**src/rtl/input_buffer.sv**
```systemverilog
`default_nettype none
// ============================================================================
// Module      : input_buffer
// Description : Memory-mapped input peripheral in the 0x7800-0x783F window.
//               Synchronises 32 slide switches, synchronises and debounces
//               4 push-buttons, latches button press edges (W1C) and raises a
//               maskable, registered interrupt.
// Ports       : i_clk, i_rst_n (sync, active low)
//               i_addr/i_wdata/i_wren  LSU load/store access
//               i_io_sw/i_io_btn       raw asynchronous pad inputs
//               o_rdata/o_hit          combinational read data and decode
//               o_irq                  registered interrupt request
// Revision    : 1.0 - initial release
// ============================================================================
module input_buffer #(
  parameter int DEBOUNCE_CYCLES = 250000,
  parameter bit BTN_ACTIVE_LOW  = 1'b1,
  parameter int CNT_W           = 18
) (
  input  logic        i_clk,
  input  logic        i_rst_n,
  input  logic [15:0] i_addr,
  input  logic [31:0] i_wdata,
  input  logic        i_wren,
  input  logic [31:0] i_io_sw,
  input  logic [3:0]  i_io_btn,
  output logic [31:0] o_rdata,
  output logic        o_hit,
  output logic        o_irq
);

  localparam logic [0:0]       ST_STABLE   = 1'b0;
  localparam logic [0:0]       ST_COUNTING = 1'b1;
  localparam logic [CNT_W-1:0] CNT_LAST    = CNT_W'(DEBOUNCE_CYCLES - 1);
  localparam logic [CNT_W-1:0] CNT_ONE     = CNT_W'(1);
  localparam logic [9:0]       HIT_PAGE    = 10'h1E0;
  localparam logic [1:0]       REG_SW      = 2'd0;
  localparam logic [1:0]       REG_BTN     = 2'd1;
  localparam logic [1:0]       REG_EDGE    = 2'd2;
  localparam logic [1:0]       REG_IRQEN   = 2'd3;

  logic [31:0]      sw_meta_q, sw_meta_d, sw_sync_q, sw_sync_d;
  logic [3:0]       btn_meta_q, btn_meta_d, btn_sync_q, btn_sync_d;
  logic [3:0]       btn_state_q, btn_state_d;
  logic [CNT_W-1:0] cnt_q [4];
  logic [CNT_W-1:0] cnt_d [4];
  logic [3:0]       btn_db_q, btn_db_d;
  logic [3:0]       edge_q, edge_d;
  logic [3:0]       irqen_q, irqen_d;
  logic             irq_q, irq_d;

  logic [3:0]       btn_pressed;
  logic [3:0]       rise;
  logic [3:0]       edge_clr;
  logic             wr_hit;
  logic [1:0]       reg_sel;
  logic             unused_bits;

  assign o_hit       = (i_addr[15:6] == HIT_PAGE);
  assign reg_sel     = i_addr[5:4];
  assign wr_hit      = i_wren & o_hit;
  assign o_irq       = irq_q;
  assign unused_bits = ^{i_wdata[31:4], i_addr[3:0]};

  // Polarity is fixed before the synchroniser so that every button flop
  // holds "1 = pressed"; the all-zero reset state then means "released".
  assign btn_pressed = BTN_ACTIVE_LOW ? ~i_io_btn : i_io_btn;

  always_comb begin
    sw_meta_d   = i_io_sw;
    sw_sync_d   = sw_meta_q;
    btn_meta_d  = btn_pressed;
    btn_sync_d  = btn_meta_q;
    btn_state_d = btn_state_q;
    btn_db_d    = btn_db_q;
    for (int i = 0; i < 4; i++) begin
      cnt_d[i] = cnt_q[i];
    end

    // Per-button debouncer: a new level is accepted only after it has been
    // seen on DEBOUNCE_CYCLES consecutive edges; any return to the accepted
    // level abandons the attempt.
    for (int i = 0; i < 4; i++) begin
      if (btn_state_q[i] == ST_STABLE) begin
        if (btn_sync_q[i] != btn_db_q[i]) begin
          btn_state_d[i] = ST_COUNTING;
          cnt_d[i]       = CNT_ONE;
        end
      end else begin
        if (btn_sync_q[i] == btn_db_q[i]) begin
          btn_state_d[i] = ST_STABLE;
          cnt_d[i]       = '0;
        end else if (cnt_q[i] == CNT_LAST) begin
          btn_db_d[i]    = btn_sync_q[i];
          btn_state_d[i] = ST_STABLE;
          cnt_d[i]       = '0;
        end else begin
          cnt_d[i]       = cnt_q[i] + CNT_ONE;
        end
      end
    end

    // Rise is taken from the next debounced value so the edge latches on the
    // same clock as the BTN bit. A set beats a simultaneous W1C clear.
    rise     = btn_db_d & ~btn_db_q;
    edge_clr = (wr_hit && (reg_sel == REG_EDGE)) ? i_wdata[3:0] : 4'h0;
    edge_d   = (edge_q & ~edge_clr) | rise;
    irqen_d  = (wr_hit && (reg_sel == REG_IRQEN)) ? i_wdata[3:0] : irqen_q;
    irq_d    = |(edge_d & irqen_d);
  end

  always_ff @(posedge i_clk) begin
    if (!i_rst_n) begin
      sw_meta_q   <= '0;
      sw_sync_q   <= '0;
      btn_meta_q  <= '0;
      btn_sync_q  <= '0;
      btn_state_q <= {4{ST_STABLE}};
      btn_db_q    <= '0;
      edge_q      <= '0;
      irqen_q     <= '0;
      irq_q       <= 1'b0;
      for (int i = 0; i < 4; i++) begin
        cnt_q[i] <= '0;
      end
    end else begin
      sw_meta_q   <= sw_meta_d;
      sw_sync_q   <= sw_sync_d;
      btn_meta_q  <= btn_meta_d;
      btn_sync_q  <= btn_sync_d;
      btn_state_q <= btn_state_d;
      btn_db_q    <= btn_db_d;
      edge_q      <= edge_d;
      irqen_q     <= irqen_d;
      irq_q       <= irq_d;
      for (int i = 0; i < 4; i++) begin
        cnt_q[i] <= cnt_d[i];
      end
    end
  end

  always_comb begin
    o_rdata = '0;
    if (o_hit) begin
      case (reg_sel)
        REG_SW:    o_rdata = sw_sync_q;
        REG_BTN:   o_rdata = {28'b0, btn_db_q};
        REG_EDGE:  o_rdata = {28'b0, edge_q};
        REG_IRQEN: o_rdata = {28'b0, irqen_q};
        default:   o_rdata = '0;
      endcase
    end
  end

endmodule
`default_nettype wire
```
**config.mk**
```make
export PLATFORM = sky130hd
export DESIGN_NAME = input_buffer
export DESIGN_NICKNAME = d
export VERILOG_FILES = /design/src/rtl/input_buffer.sv
export SDC_FILE = /design/constraint.sdc
export NUM_CORES = 1
export LEC_CHECK = 0
export CAP_MARGIN = 20
export CORE_ASPECT_RATIO = 1.1
export CORE_MARGIN = 5
export CORE_UTILIZATION = 53
export DETAILED_ROUTE_END_ITERATION = 10
export PLACE_DENSITY = 0.84
export SYNTH_ARGS = -nofsm -noshare
export SYNTH_HDL_FRONTEND = slang
export SYNTH_SLANG_ARGS = --single-unit
```
**constraint.sdc**
```tcl
create_clock -name i_clk -period 2.25 [get_ports i_clk]
set_input_delay 0.45 -clock i_clk [delete_from_list [all_inputs] [get_ports i_clk]]
set_output_delay 0.45 -clock i_clk [all_outputs]
set_load 0.005 [all_outputs]
```
==> out/metrics.yaml, run 1 <==
routing:
  viasPerCell: 6.14
  wl_mm: 18.1
  dr_total_vias: 6306
  drcViolationCount: 0
  route.antenna.remaining_nets: 0
  drtIter0Drc: 781
  wl_per_cell_um: 17.6
  drt-pass1-iter-count: 6
cells_and_area:
  synthToLayoutAreaGrowth_pct: 26.5
  fillers: 848
  final_core_utilization_pct: 69.0
  stdcell_count: 1027
  multi_input_area_um2: 3580
  diodes: 0
  nets: 948
  final-seq-area_um2: 3220
  drive_gt1_share_pct: 17.0
cts:
  root_buffer: "clkbuf_16"
  cts.sink_count: 161
  cts_tree: "built"
  cts-htree-levels: 4
  clock_latency_ps: 420
  clk_pin_slew_ps: 70
  clock_path_buffers: 2
  cts_buffers: 17
  cts_hold_buffers: 0
global_routing:
  grt_pass1_vias: 6173
  grt-ovfl-total: 0
  grt_pass1_wl_mm: 30.1
  track_usage_pct: 23.6
  antenna_found_initial: 0
  grt_max_degree: 87
synthesis:
  ys_seq_elements: 161
  yosysTopAreaCell: "dfxtp_1"
  synth_area_um2: 6950
  synth.net_count: 851
  async_flop_share_pct: 0
  syn_inst: 760
  synth.area.top_cells: "dfxtp_1, and2_1, a311oi_1"
  synth_flop_cell: "dfxtp_1"
  yosysSeqAreaShare_pct: 46.4
  yosysWarningCount: 0
  synth_edf_count: 0
  ys_types: 66
  avgSynthCellArea_um2: 9.14
  synth_top_area_share_pct: 46.4
worst_hold_path:
  hp-class: "reg -> reg"
sta:
  setup_violations: 17
  rsz0062_at_grt: "true"
  fin_crit_ps: 2310
  tightestPinTransition_ps: 660
  slew_headroom_pct: 55.6
  fin_tns_setup_ps: -744
  worst_slack_ps: -58.3
  slew_viol_final: 0
  post-route-period-util_pct: 103
  hold_viol: 0
  fin_skew_ps: 8.89
  fmax_mhz: 433
power_and_ir_drop:
  sw_frac_of_total_pct: 21.3
  p_sw_mw: 1.38
  p_leak_nw: 3.29
  peakVddDrop_uv: 516
  intPower_mw: 5.08
  comb_power_share_pct: 4.3
  p_per_area_nw_per_um2: 735
  total_power_mw: 6.46
  pwr-share-seq_pct: 45.6
  clkPwrFrac_pct: 50.2
place:
  gp_congestion: 0.833
  io_buffers: 88
  hpwl_mm: 11.2
  place_inst: 985
floorplanning:
  num_rows: 43
  initial_core_util_pct: 54.5
  ios: 121
  core_region_area_um2: 12800
  dieArea_um2: 15500
  die_w_um: 119
  fp.dieH_um: 130
setup_path:
  crit_type: "in -> out"
  endpoint_kind: "output pin"
  critPathSlowestCell: "nor4_4"
  crit_path_start_kind: "primary input"
  crit_top_cell: "buf_6"
  critical_path.top_delay_family: "buffers and inverters"
  path_cells: "buf_6, nor4_4, nand3_2, buf_6, nor3_4, buf_4, buf_12, buf_16, and2_1, buf_2"
  cp.required_ps: 1800
  arrival_ps: 1860
  crit_buf_inv: 6
  slowest_delay_ps: 300
  timing.critical_path.fanout_max: 7
outcome:
  violations: "setup timing"
  status: "finished, violations left"
run:
  maxCapViolations: 0
layer usage:
| metal | share of wire, % | routed length, µm | global-route usage, % |
|---|---|---|---|
| met3 | 6.9 | 1250 | 5.11 |
| met4 | 1.3 | 243 | 6.95 |
| met2 | 50 | 9100 | 43.1 |
| met5 | 0 | 0 | 0 |
| met1 | 42 | 7520 | 28.0 |
worst paths after layout:
path / endpoint / cells past startpoint / slack [ps] / start
setup / recovery: o_rdata[13] / 10 / -60 / i_addr[6]
hold / removal: sw_sync_q[6] / 1 / 430 / sw_meta_q[6]
setup reg to reg: cnt_q[0][16] / 6 / 110 / cnt_q[0][1]
hold reg to reg: sw_sync_q[6] / 1 / 430 / sw_meta_q[6]
timing repair:
action,CTS,global route
resized for setup,189,7
endpoints found under the hold margin,0,0
endpoints found under the setup margin,33,46
pin swaps,12,3
setup buffers,8,1
gates cloned,3,0
synthesized netlist by cell type (all sizes together), types with 2 or more instances:
| library cell | n |
|---|---|
| o211a | 9 |
| and3 | 17 |
| a31oi | 11 |
| nand3 | 41 |
| inv | 6 |
| mux2i | 7 |
| nor4b | 3 |
| a211oi | 5 |
| o211ai | 4 |
| a22oi | 4 |
| and2 | 99 |
| a41oi | 18 |
| nor3b | 5 |
| or3 | 3 |
| nand4 | 14 |
| or4 | 8 |
| a21oi | 50 |
| nor2 | 42 |
| o21a | 2 |
| nand2 | 66 |
| o22ai | 3 |
| a311oi | 30 |
| o21ai | 26 |
| and4 | 5 |
| nor4 | 8 |
| nand3b | 2 |
| nor2b | 8 |
| and4b | 2 |
| mux4 | 4 |
| o221a | 2 |
| clkbuf | 27 |
| a21o | 6 |
| or2 | 4 |
| ha | 4 |
| buf | 17 |
| xor2 | 4 |
| a31o | 2 |
| dfxtp | 161 |
| nor3 | 19 |
per-stage QoR:
stage	worst slack [ps]	cell area (µm²)	hold slack [ps]
floorplan	126	6950	412
global placement	-495	8000	414
detailed placement	-582	8000	418
CTS	-119	8780	432
global route	-135	8790	434
finish	-58.3	8790	431
power by group through the flow:
stage	logic [mW]	registers (mW)	clock network, mW
4_1_cts	0.274	2.94	3.25
3_5_place_dp	0.268	3.00	0
3_3_place_gp	0.261	3.00	0
6_report	0.278	2.94	3.24
5_1_grt	0.299	2.95	3.39
2_1_floorplan	0.129	2.99	0
logic make-up after synthesis:
logic type	share of synthesized area [%]
simple gates	28.3
compound gates	18.3
flops	46.4
buf+inv	3.44
mux	2.31
xor+xnor	0.612
fa+ha+maj	0.720
sequential cells by signal, summed over array words and instances (netlist names):
register,flops
btn_db_q,4
edge_q,4
cnt_q,72
btn_state_q,4
btn_sync_q,4
sw_meta_q,32
irqen_q,4
btn_meta_q,4
sw_sync_q,32
o_irq,1
cell type report:
type / instances / share of cell area, %
clock inverters: 14 / 2.58
clock buffers: 18 / 5.00
flip-flops and latches: 161 / 36.7
inverters: 6 / 0.256
repair buffers: 122 / 12.6
well taps: 157 / 2.23
multi-input cells: 549 / 40.7
layout by cell type (no fill, tap or decap), types with 7 or more instances in the layout:
cell type,instances
clkdlybuf4s50_1,42
buf_2,27
clkbuf_16,17
nor3_1,15
mux2i_1,7
buf_6,13
nand2_1,66
nand3_1,40
and2_4,9
and2_1,90
o211a_1,9
a41oi_1,17
a311oi_1,30
o21ai_0,24
buf_4,26
dfxtp_1,161
and3_1,17
a21oi_1,48
or4_1,8
nor2_1,41
a31oi_1,11
nand4_1,14
(Power assumes the default switching activity.)
==> run 2: changes to the inputs <==
--- a/constraint.sdc
+++ b/constraint.sdc
@@ -3,2 +3,2 @@
 set_output_delay 0.45 -clock i_clk [all_outputs]
-set_load 0.005 [all_outputs]
+set_load 0.01 [all_outputs]
==> out/metrics.yaml, run 2 (synthesized netlist as in run 1, its figures left out) <==
outcome:
  status: "complete, no violations"
cts:
  clock_latency_ps: 420
  cts.sink_count: 161
  root_buffer: "clkbuf_16"
  clock_path_buffers: 2
  cts_tree: "built"
  cts-htree-levels: 4
  clk_pin_slew_ps: 60
  cts_hold_buffers: 0
  cts_buffers: 17
setup_path:
  crit_type: "in -> out"
  timing.critical_path.fanout_max: 9
  cp.required_ps: 1800
  arrival_ps: 1730
  path_cells: "dlygate4sd2_1, and4b_1, nand3_2, buf_4, buf_4, buf_4, inv_1, clkdlybuf4s15_1"
  slowest_delay_ps: 240
  r2r-end: "cnt_q[0][16]"
  reg2regPathDepth: 6
  worst-r2r-setup-slack_ps: 120
  critical_path.top_delay_family: "buffers and inverters"
  critPathSlowestCell: "and4b_1"
  crit_path_start_kind: "primary input"
  crit_top_cell: "buf_4"
  crit_buf_inv: 6
  endpoint_kind: "output pin"
  timing.rr.start: "cnt_q[0][1]"
cells_and_area:
  mostFrequentLayoutCells: "dfxtp_1, and2_1, nand2_1"
  final_common_cell: "dfxtp_1"
  largest_reg_flops: 72
  final_area_um2: 8590
  synthToLayoutAreaGrowth_pct: 23.7
  nets: 945
  drive_gt1_share_pct: 15.7
  largest_register: "cnt_q"
  diodes: 0
  reg_top3: "cnt_q (72), sw_meta_q (32), sw_sync_q (32)"
  final_core_utilization_pct: 67.4
  stdcell_count: 1024
power_and_ir_drop:
  sw_frac_of_total_pct: 22.5
  comb_power_share_pct: 4.5
  p_leak_nw: 3.23
  clkPwrFrac_pct: 47.7
  pwr-share-seq_pct: 47.9
  p_per_area_nw_per_um2: 715
  total_power_mw: 6.15
  intPower_mw: 4.76
  peakVddDrop_uv: 562
  p_sw_mw: 1.38
global_routing:
  grt_pass1_wl_mm: 28.6
  grt_pass1_vias: 5918
  grt_max_degree: 54
  antenna_found_initial: 0
  grt-ovfl-total: 0
  track_usage_pct: 22.4
floorplanning:
  ios: 121
  core_region_area_um2: 12800
  dieArea_um2: 15500
  initial_core_util_pct: 54.5
  die_w_um: 119
  fp.dieH_um: 130
  num_rows: 43
routing:
  drt-pass1-iter-count: 5
  wl_mm: 16.9
  route.antenna.remaining_nets: 0
  wl_per_cell_um: 16.5
  drcViolationCount: 0
  viasPerCell: 6.03
  dr_total_vias: 6173
  drtIter0Drc: 606
run:
  maxCapViolations: 0
sta:
  hold_viol: 0
  setup_violations: 0
  worst_slack_ps: 73.4
  slew_headroom_pct: 53.2
  fin_crit_ps: 2180
  fin_skew_ps: 6.91
  post-route-period-util_pct: 96.7
  tightestPinTransition_ps: 700
  fmax_mhz: 459
  slew_viol_final: 0
worst_hold_path:
  holdPathStages: 1
  hp-start: "sw_meta_q[27]"
  hp-class: "reg -> reg"
  holdPathEnd: "sw_sync_q[27]"
place:
  gp_congestion: 0.848
  io_buffers: 88
  place_inst: 985
  dpl_worst_slack_ps: -606
  dpl_cell_area_um2: 8000
  hpwl_mm: 11.0
run 2: area by class of cell:
| cell class | instances | area [µm²] |
|---|---|---|
| Inverter | 6 | 22.5 |
| Fill cell | 907 | 4160 |
| Clock inverter | 14 | 166 |
| Sequential cell | 161 | 3220 |
| Timing Repair Buffer | 119 | 1010 |
| Multi-Input combinational cell | 549 | 3530 |
| Tap cell | 157 | 196 |
| Clock buffer | 18 | 439 |
run 2: power groups by stage:
stage	Combinational (mW)	Sequential [mW]	Clock [mW]
global route	0.300	2.95	3.09
floorplan	0.129	2.99	0
CTS	0.275	2.94	2.96
detailed placement	0.269	3.00	0
finish	0.275	2.94	2.93
global placement	0.261	3.00	0
run 2: how the worst max path moves through the flow:
stage          startpoint           to  slack, ps  cells past startpoint
2_1_floorplan   i_addr[7]  o_rdata[11]         90                      5
3_3_place_gp    i_addr[7]  o_rdata[10]       -530                      7
3_5_place_dp    i_addr[7]   o_rdata[7]       -610                      7
4_1_cts         i_addr[4]   o_rdata[1]          4                      5
5_1_grt         i_addr[8]  o_rdata[12]         -7                      8
6_report       i_addr[13]        o_hit         70                      8
run 2: metrics by stage:
stage | TNS (ps) | hold WS (ps)
floorplan | 0 | 412
global placement | -16910 | 414
detailed placement | -18010 | 418
CTS | 0 | 414
global route | -10.7 | 440
finish | 0 | 432
run 2: what timing repair did:
action                     CTS  global route
gates resized for setup    162            12
gates cloned                 2             0
buffers inserted             4             1
pin swaps                    5             5
setup endpoints to repair   33            45
run 2: routing by layer:
metal | global-route usage [%] | part of all wire [%] | vias up
met4 | 7.43 | 1.4 | 0
met2 | 40.0 | 50 | 261
met1 | 26.9 | 42 | 2902
li1 | - | - | 2986
met3 | 5.16 | 6.7 | 24
met5 | 0 | 0 | -
==> run 3: changes to the inputs <==
- RECOVER_POWER: default -> 50
- clock period: 2.25 -> 2.3 ns (I/O delays scaled with it)
==> out/metrics.yaml, run 3 (synthesized netlist as in run 1, its figures left out) <==
power_and_ir_drop:
  p_leak_nw: 3.17
  p_sw_mw: 1.32
  sw_frac_of_total_pct: 22.8
  p_per_area_nw_per_um2: 672
  total_power_mw: 5.81
  clkPwrFrac_pct: 45.9
  intPower_mw: 4.49
  peakVddDrop_uv: 532
  comb_power_share_pct: 4.6
  pwr-share-seq_pct: 49.5
global_routing:
  grt_pass1_vias: 5919
  grt-ovfl-total: 0
  grt_pass1_wl_mm: 28.6
  antenna_found_initial: 2
  grt_max_degree: 70
  track_usage_pct: 22.7
setup_path:
  crit_path_start_kind: "primary input"
  crit_type: "in -> out"
  arrival_ps: 1760
  timing.critical_path.fanout_max: 7
  path_cells: "dlygate4sd2_1, and4b_1, nand3_2, nor3_4, buf_4, buf_16, and2_1, buf_2"
  worst-r2r-setup-slack_ps: 190
  critPathSlowestCell: "and4b_1"
  endpoint_kind: "output pin"
  slowest_delay_ps: 240
  cp.required_ps: 1840
routing:
  dr_total_vias: 6317
  route.antenna.remaining_nets: 0
  drtIter0Drc: 816
  drcViolationCount: 0
  viasPerCell: 6.17
  drt-pass1-iter-count: 5
  wl_per_cell_um: 16.9
  wl_mm: 17.3
cts:
  cts.sink_count: 161
  cts-htree-levels: 4
  cts_tree: "built"
  clk_pin_slew_ps: 60
  cts_buffers: 17
  clock_path_buffers: 2
  root_buffer: "clkbuf_16"
  clock_latency_ps: 420
  cts_hold_buffers: 0
cells_and_area:
  drive_gt1_share_pct: 15.6
  final_common_cell: "dfxtp_1"
  largest_register: "cnt_q"
  nets: 943
  multi_input_area_um2: 3560
  stdcell_count: 1023
  largest_reg_flops: 72
  final-seq-area_um2: 3220
  mostFrequentLayoutCells: "dfxtp_1, nand2_1, and2_1"
  synthToLayoutAreaGrowth_pct: 24.6
  fillers: 866
  reg_top3: "cnt_q (72), sw_meta_q (32), sw_sync_q (32)"
  final_core_utilization_pct: 67.9
floorplanning:
  die_w_um: 119
  dieArea_um2: 15500
  fp.dieH_um: 130
  initial_core_util_pct: 54.5
  core_region_area_um2: 12800
  num_rows: 43
  ios: 121
sta:
  hold_viol: 0
  slew_headroom_pct: 33.5
  slew_viol_final: 0
  fin_skew_ps: 9.99
  post-route-period-util_pct: 96.5
  tightestPinTransition_ps: 998
  setup_violations: 0
  fin_crit_ps: 2220
  fmax_mhz: 450
  worst_slack_ps: 80.0
  rsz0062_at_grt: "false"
place:
  place_inst: 980
  io_buffers: 88
  dpl_worst_slack_ps: -569
  hpwl_mm: 10.7
  gp_congestion: 0.831
worst_hold_path:
  hp-class: "reg -> reg"
outcome:
  status: "complete, no violations"
run:
  maxCapViolations: 0
-- run 3: final timing paths --
| path | from | depth (start not counted) | endpoint |
|---|---|---|---|
| hold / removal | sw_meta_q[3] | 1 | sw_sync_q[3] |
| hold reg to reg | sw_meta_q[3] | 1 | sw_sync_q[3] |
| setup reg to reg | cnt_q[3][7] | 5 | cnt_q[3][3] |
| setup / recovery | i_addr[11] | 8 | o_rdata[15] |
-- run 3: layout make-up --
| cell class | instances | area share, % |
|---|---|---|
| Sequential cell | 161 | 37.2 |
| Tap cell | 157 | 2.27 |
| Clock inverter | 14 | 1.53 |
| Timing Repair Buffer | 117 | 12.7 |
| Inverter | 6 | 0.260 |
| Multi-Input combinational cell | 549 | 41.1 |
| Clock buffer | 18 | 4.96 |
| Antenna cell | 1 | 0.0289 |
-- run 3: layer usage --
layer | wire length, µm | track usage, %
met1 | 7040 | 26.5
met5 | 13 | 0
met4 | 238 | 7.84
met2 | 8760 | 40.7
met3 | 1240 | 5.77
-- run 3: metrics by stage --
step	setup TNS (ps)	area [µm²]	hold slack, ps
6_report	0	8660	431
5_1_grt	0	8660	442
4_1_cts	0	8690	434
3_5_place_dp	-17360	7980	419
3_3_place_gp	-15840	7980	414
2_1_floorplan	0	6950	412
-- run 3: what timing repair did --
action,CTS,global route
buffers inserted,9,0
resized for setup,189,2
cloned,3,0
pin swaps,6,3
endpoints found under the setup margin,33,30
-- run 3: power by group through the flow --
stage / logic, mW / registers [mW] / clock network, mW
after floorplan: 0.126 / 2.93 / 0
after global placement: 0.256 / 2.93 / 0
after detailed placement: 0.264 / 2.94 / 0
after CTS: 0.269 / 2.88 / 2.70
after global routing: 0.287 / 2.88 / 2.84
final: 0.265 / 2.88 / 2.67
-- run 3: critical path: cells and delay by family --
family / cells / cell delay [ps]
buffers and inverters: 4 / 630
AND/OR/NAND/NOR: 4 / 660
